File: src/rtl/ttl_mux_scan_pkg.sv
// Shared definitions for the registered N-channel scanning multiplexer.
// Holds the mode encoding and the select-width helper used by both modules.
package ttl_mux_pkg;

  typedef enum logic {
    MODE_DIRECT = 1'b0,
    MODE_SCAN   = 1'b1
  } mode_t;

  // Bits needed to index n items; never less than one so a 1-entry range still has a port.
  function automatic int sel_w(input int n);
    int r;
    r = 1;
    for (int i = 1; i < 31; i++) begin
      if ((1 << i) < n) r = i + 1;
    end
    return r;
  endfunction

endpackage

File: src/rtl/ttl_mux_scan_ctr.sv
// Scan pointer and dwell counter for ttl_mux_scan, plus the wrap indication.
// The top presents channel 'ptr' and registers wrap_next into its Wrap output.
module ttl_mux_scan_ctr
  import ttl_mux_pkg::*;
#(
  parameter int CHANNELS = 4,
  parameter int DWELL    = 1,
  localparam int SEL_W   = sel_w(CHANNELS),
  localparam int DW_W    = sel_w(DWELL)
) (
  input  logic             clk,
  input  logic             reset,
  input  logic             En,
  input  logic             clear,
  input  logic             adv_en,
  output logic [SEL_W-1:0] ptr,
  output logic             wrap_next
);

  logic [DW_W-1:0]  dwell;
  logic [SEL_W-1:0] cur_ptr;
  logic [SEL_W-1:0] ptr_next;
  logic [DW_W-1:0]  cur_dwell;
  logic [DW_W-1:0]  dwell_next;

  // clear with adv_en steps from zero, so scan entry counts as the first dwell cycle of channel 0.
  always_comb begin
    cur_ptr    = clear ? '0 : ptr;
    cur_dwell  = clear ? '0 : dwell;
    ptr_next   = cur_ptr;
    dwell_next = cur_dwell;
    if (adv_en) begin
      if (cur_dwell == DW_W'(DWELL - 1)) begin
        dwell_next = '0;
        if (cur_ptr == SEL_W'(CHANNELS - 1)) ptr_next = '0;
        else                                 ptr_next = cur_ptr + SEL_W'(1);
      end else begin
        dwell_next = cur_dwell + DW_W'(1);
      end
    end
  end

  // In steady scan, a zeroed pointer and dwell only occur right after a wrap.
  assign wrap_next = adv_en && !clear && (ptr == '0) && (dwell == '0);

  always_ff @(posedge clk or posedge reset) begin
    if (reset) begin
      ptr   <= '0;
      dwell <= '0;
    end else if (En) begin
      ptr   <= ptr_next;
      dwell <= dwell_next;
    end
  end

endmodule

File: src/rtl/ttl_mux_scan.sv
// Registered N-channel, W-bit multiplexer with enable/hold and an auto-scan mode.
// Direct mode follows S; scan mode steps channels, each held for DWELL enabled cycles.
module ttl_mux_scan
  import ttl_mux_pkg::*;
#(
  parameter int WIDTH    = 2,
  parameter int CHANNELS = 4,
  parameter int DWELL    = 1,
  localparam int SEL_W   = sel_w(CHANNELS)
) (
  input  logic                      clk,
  input  logic                      reset,
  input  logic                      En,
  input  logic                      Scan,
  input  logic [SEL_W-1:0]          S,
  input  logic [CHANNELS*WIDTH-1:0] In,
  output logic [WIDTH-1:0]          Out,
  output logic [SEL_W-1:0]          Ch,
  output logic                      Wrap
);

  mode_t            mode;
  mode_t            mode_next;
  logic             entry;
  logic             clear;
  logic             adv_en;
  logic [SEL_W-1:0] ptr;
  logic [SEL_W-1:0] sel;
  logic             wrap_next;
  logic [WIDTH-1:0] mux_data;

  always_ff @(posedge clk or posedge reset) begin
    if (reset) mode <= MODE_DIRECT;
    else       mode <= mode_next;
  end

  always_comb begin
    mode_next = mode;
    if (En) mode_next = Scan ? MODE_SCAN : MODE_DIRECT;
  end

  // Direct mode keeps the counter cleared so a later scan always starts at channel 0.
  always_comb begin
    entry  = Scan && (mode == MODE_DIRECT);
    clear  = !Scan || entry;
    adv_en = Scan;
    if (!Scan)     sel = S;
    else if (entry) sel = '0;
    else            sel = ptr;
  end

  ttl_mux_scan_ctr #(
    .CHANNELS (CHANNELS),
    .DWELL    (DWELL)
  ) u_ctr (
    .clk       (clk),
    .reset     (reset),
    .En        (En),
    .clear     (clear),
    .adv_en    (adv_en),
    .ptr       (ptr),
    .wrap_next (wrap_next)
  );

  // Selects beyond the last channel (non-power-of-2 counts) read as zero.
  always_comb begin
    mux_data = '0;
    for (int k = 0; k < CHANNELS; k++) begin
      if (sel == SEL_W'(k)) mux_data = In[k*WIDTH +: WIDTH];
    end
  end

  always_ff @(posedge clk or posedge reset) begin
    if (reset) begin
      Out  <= '0;
      Ch   <= '0;
      Wrap <= 1'b0;
    end else if (En) begin
      Out  <= mux_data;
      Ch   <= sel;
      Wrap <= wrap_next;
    end else begin
      Wrap <= 1'b0;
    end
  end

endmodule

File: config.mk
export PLATFORM = sky130hd
export DESIGN_NAME = ttl_mux_scan
export DESIGN_NICKNAME = d
export VERILOG_FILES = /design/src/rtl/ttl_mux_scan_pkg.sv /design/src/rtl/ttl_mux_scan_ctr.sv /design/src/rtl/ttl_mux_scan.sv
export SDC_FILE = /design/constraint.sdc
export NUM_CORES = 1
export LEC_CHECK = 0
export ABC_CLOCK_PERIOD_IN_PS = 1200
export CAP_MARGIN = 20
export CORE_MARGIN = 2
export CORE_UTILIZATION = 33
export DETAILED_ROUTE_END_ITERATION = 8
export PLACE_DENSITY = 0.63
export SLEW_MARGIN = 20
export SYNTH_ARGS = -nofsm -noshare
export SYNTH_HDL_FRONTEND = slang
export SYNTH_HIERARCHICAL = 1
export SYNTH_SLANG_ARGS = --single-unit
File: constraint.sdc
create_clock -name clk -period 1.2 [get_ports clk]
set_input_delay 0.12 -clock clk [delete_from_list [all_inputs] [get_ports clk]]
set_output_delay 0.12 -clock clk [all_outputs]
set_load 0.05 [all_outputs]
==> results.tsv <==
metric	value	unit
total congestion overflow	0	
Post-Syn Nets	64	
commonest non-fill, non-tap cell in the layout	clkdlybuf4s50_1	
Bufs on Longest Clock Path	2	
maxcap violations	0	
Syn Area/Cell	10.7	um^2
final WL	1.34	mm
Mapped Area	536	um^2
IO Port Bufs	18	
Final Util	0.618	
post-route minimum period	1.21	ns
crit-path max FO	4	
Slew Limit Headroom	0.799	
1st-iter DRT viols	7	
Pins Over Slew Limit	0	
Clock Sinks	9	
power density over the cells	1050	mW/mm^2
Post-Synthesis Cells	50	
Total GRT Usage	0.158	
initial core utilization	0.355	
failing checks	negative setup slack	
hold crit path type	input port to async pin	
routed vias/inst	4.97	
vias in the first global route	509	
fillers	124	
DR vias	477	
WS Path Type	register to register	
status	complete, but fails checks	
Clock Skews	0.00149	ns
CTS root buffer	clkbuf_4	
Die Area	0.00196	mm^2
DRC Markers	0	
CP max stage delay	0.45	ns
Die Y	44.3	um
CP cell instances	inv_2, a32oi_4, o22ai_2, a221oi_2	
Synthesis Warnings	6	
register area share after synthesis	0.421	
Final Non-Filler Cells	96	
Final Net Count	95	
Inserted Diodes	0	
share of cells above drive strength 1	0.438	
highest clock rate	824	MHz
Setup WS post-layout	-0.0129	ns
row cnt	14	
later-pin clock latency in the skew report	0.26	ns
Max VDD drop	0.000598	V
CTS tree	yes	
CTS buffer count	3	
DR WL/cell	14.0	um
crit path capture type	register	
CP max-delay cell	dfrtp_2	
#FFs+latches synth	9	
DR pass1 iterations	3	
post-DP HPWL	983	um
Syn-to-layout area delta	73.8	%
number of setup violations in the final report	1	
H-tree depth reported by CTS	1	
Worst Tran Pin Value	0.301	ns
placer's final routability congestion estimate	0.746	
global-route wire length before repair	2.17	mm
DRT antenna net count	0	
most frequent cells in the layout	clkdlybuf4s50_1 (12), buf_4 (10), dfrtp_1 (8)	
Inst Count DP	91	
clock-pin slew on the worst setup and hold paths	0.06	ns
final hold viol count	0	
Worst setup SP type	register	
Distinct cells, synth	25	
LEAKAGE	0.403	nW
period utilization	1.01	
Data arrival, critical path	1.38	ns
largest net degree at the start of global routing	10	
Core ar.	0.00151	mm^2
antenna violations before repair	0	
io pins	19	
RSZ-0062 raised after global routing	true	
Worst EP required	1.37	ns
die width	44.3	um
-- registers in the layout (all words and copies together) (netlist names) --
register	cells
Ch	2
mode	1
Out	2
u_ctr/ptr	2
u_ctr/dwell	1
Wrap	1
-- stage by stage --
stage	TNS, ns	hold WS [ns]	area [um^2]	total power, W	worst slack, ns
floorplan	0	-0.126	536	0.000525	0.00944
global placement	-1.68	0.333	838	0.000706	-0.301
detailed placement	-1.91	0.329	838	0.000711	-0.324
CTS	-0.0303	0.0427	896	0.000971	-0.0235
global route	-0.146	0.0624	931	0.00101	-0.0913
finish	-0.0129	0.0504	931	0.000974	-0.0129
-- Yosys cell counts --
cell type | count | share of area
o22ai_1 | 2 | 0.023
o21ba_2 | 1 | 0.019
or2b_2 | 1 | 0.016
a221oi_2 | 2 | 0.056
mux2_1 | 1 | 0.021
nand2_1 | 2 | 0.014
nor2_1 | 7 | 0.049
and2_1 | 4 | 0.047
nand4b_1 | 1 | 0.016
clkbuf_1 | 1 | 0.0070
and3b_2 | 1 | 0.019
a21oi_1 | 1 | 0.0093
nor2b_4 | 1 | 0.026
nand2b_1 | 1 | 0.012
o221ai_1 | 1 | 0.016
buf_6 | 1 | 0.021
o21ai_0 | 1 | 0.0093
mux2_2 | 1 | 0.021
a21boi_0 | 1 | 0.014
dfrtp_1 | 9 | 0.42
a31oi_4 | 1 | 0.040
mux2i_1 | 3 | 0.056
and2b_1 | 1 | 0.014
inv_1 | 3 | 0.021
a32oi_1 | 2 | 0.033
-- what timing repair did --
action                                  CTS  global route
buffers inserted                          1             0
hold buffers                              0             0
pin swaps                                 5             1
resized for setup                         6             6
endpoints found under the setup margin    2             4
-- worst paths after layout --
kind / endpoint / start / slack (ns) / cells past startpoint
max in group asynchronous: mode$_DFFE_PP0P_ / reset / 0.90 / 2
worst max register to register: Out[0]$_DFFE_PP0P_ / u_ctr/ptr[1]$_DFFE_PP0P_ / -0.01 / 4
min in group clk: u_ctr/ptr[0]$_DFFE_PP0P_ / Scan / 0.49 / 4
worst min register to register: u_ctr/dwell$_DFFE_PP0P_ / u_ctr/dwell$_DFFE_PP0P_ / 0.53 / 1
worst min-delay path: u_ctr/ptr[0]$_DFFE_PP0P_ / reset / 0.05 / 2
worst max-delay path: Out[0]$_DFFE_PP0P_ / u_ctr/ptr[1]$_DFFE_PP0P_ / -0.01 / 4
-- cells by family (layout without fill, tap and decap cells) --
family,after synthesis,in the layout,share of synthesized area
AOI/OAI and AO/OA,12,12,0.220
buffers and inverters,5,35,0.0491
DFF,9,9,0.421
muxes,5,5,0.0981
and+or+nand+nor,19,19,0.213
-- final cells by class --
type | instances | area, um^2 | area share
tap | 16 | 20.0 | 0.0215
inverter | 3 | 11.3 | 0.0121
clock buffer | 4 | 26.3 | 0.0282
multi-input combinational | 36 | 343 | 0.368
timing repair buffer | 28 | 304 | 0.327
sequential | 9 | 226 | 0.243
-- critical path, delay by kind of cell, from the launching register on --
| kind | cells | cell delay (ns) |
|---|---|---|
| AO/OA/AOI/OAI | 3 | 0.61 |
| flip-flops | 1 | 0.45 |
| buffers and inverters | 1 | 0.07 |
-- power breakdown --
group / internal, W / leakage [nW] / switching, W
clock network: 0.000128 / 0.0150 / 0.000106
logic: 0.000204 / 0.279 / 0.000174
registers: 0.000333 / 0.109 / 0.0000293
-- per-layer routing --
metal | up-vias | track usage | share of wire
li1 | 238 | - | -
met1 | 228 | 0.207 | 0.47
met2 | 9 | 0.238 | 0.48
met3 | 2 | 0.0122 | 0.034
met4 | 0 | 0.127 | 0.011
met5 | - | 0 | 0
No activity file was read; power rests on OpenSTA's default activity.
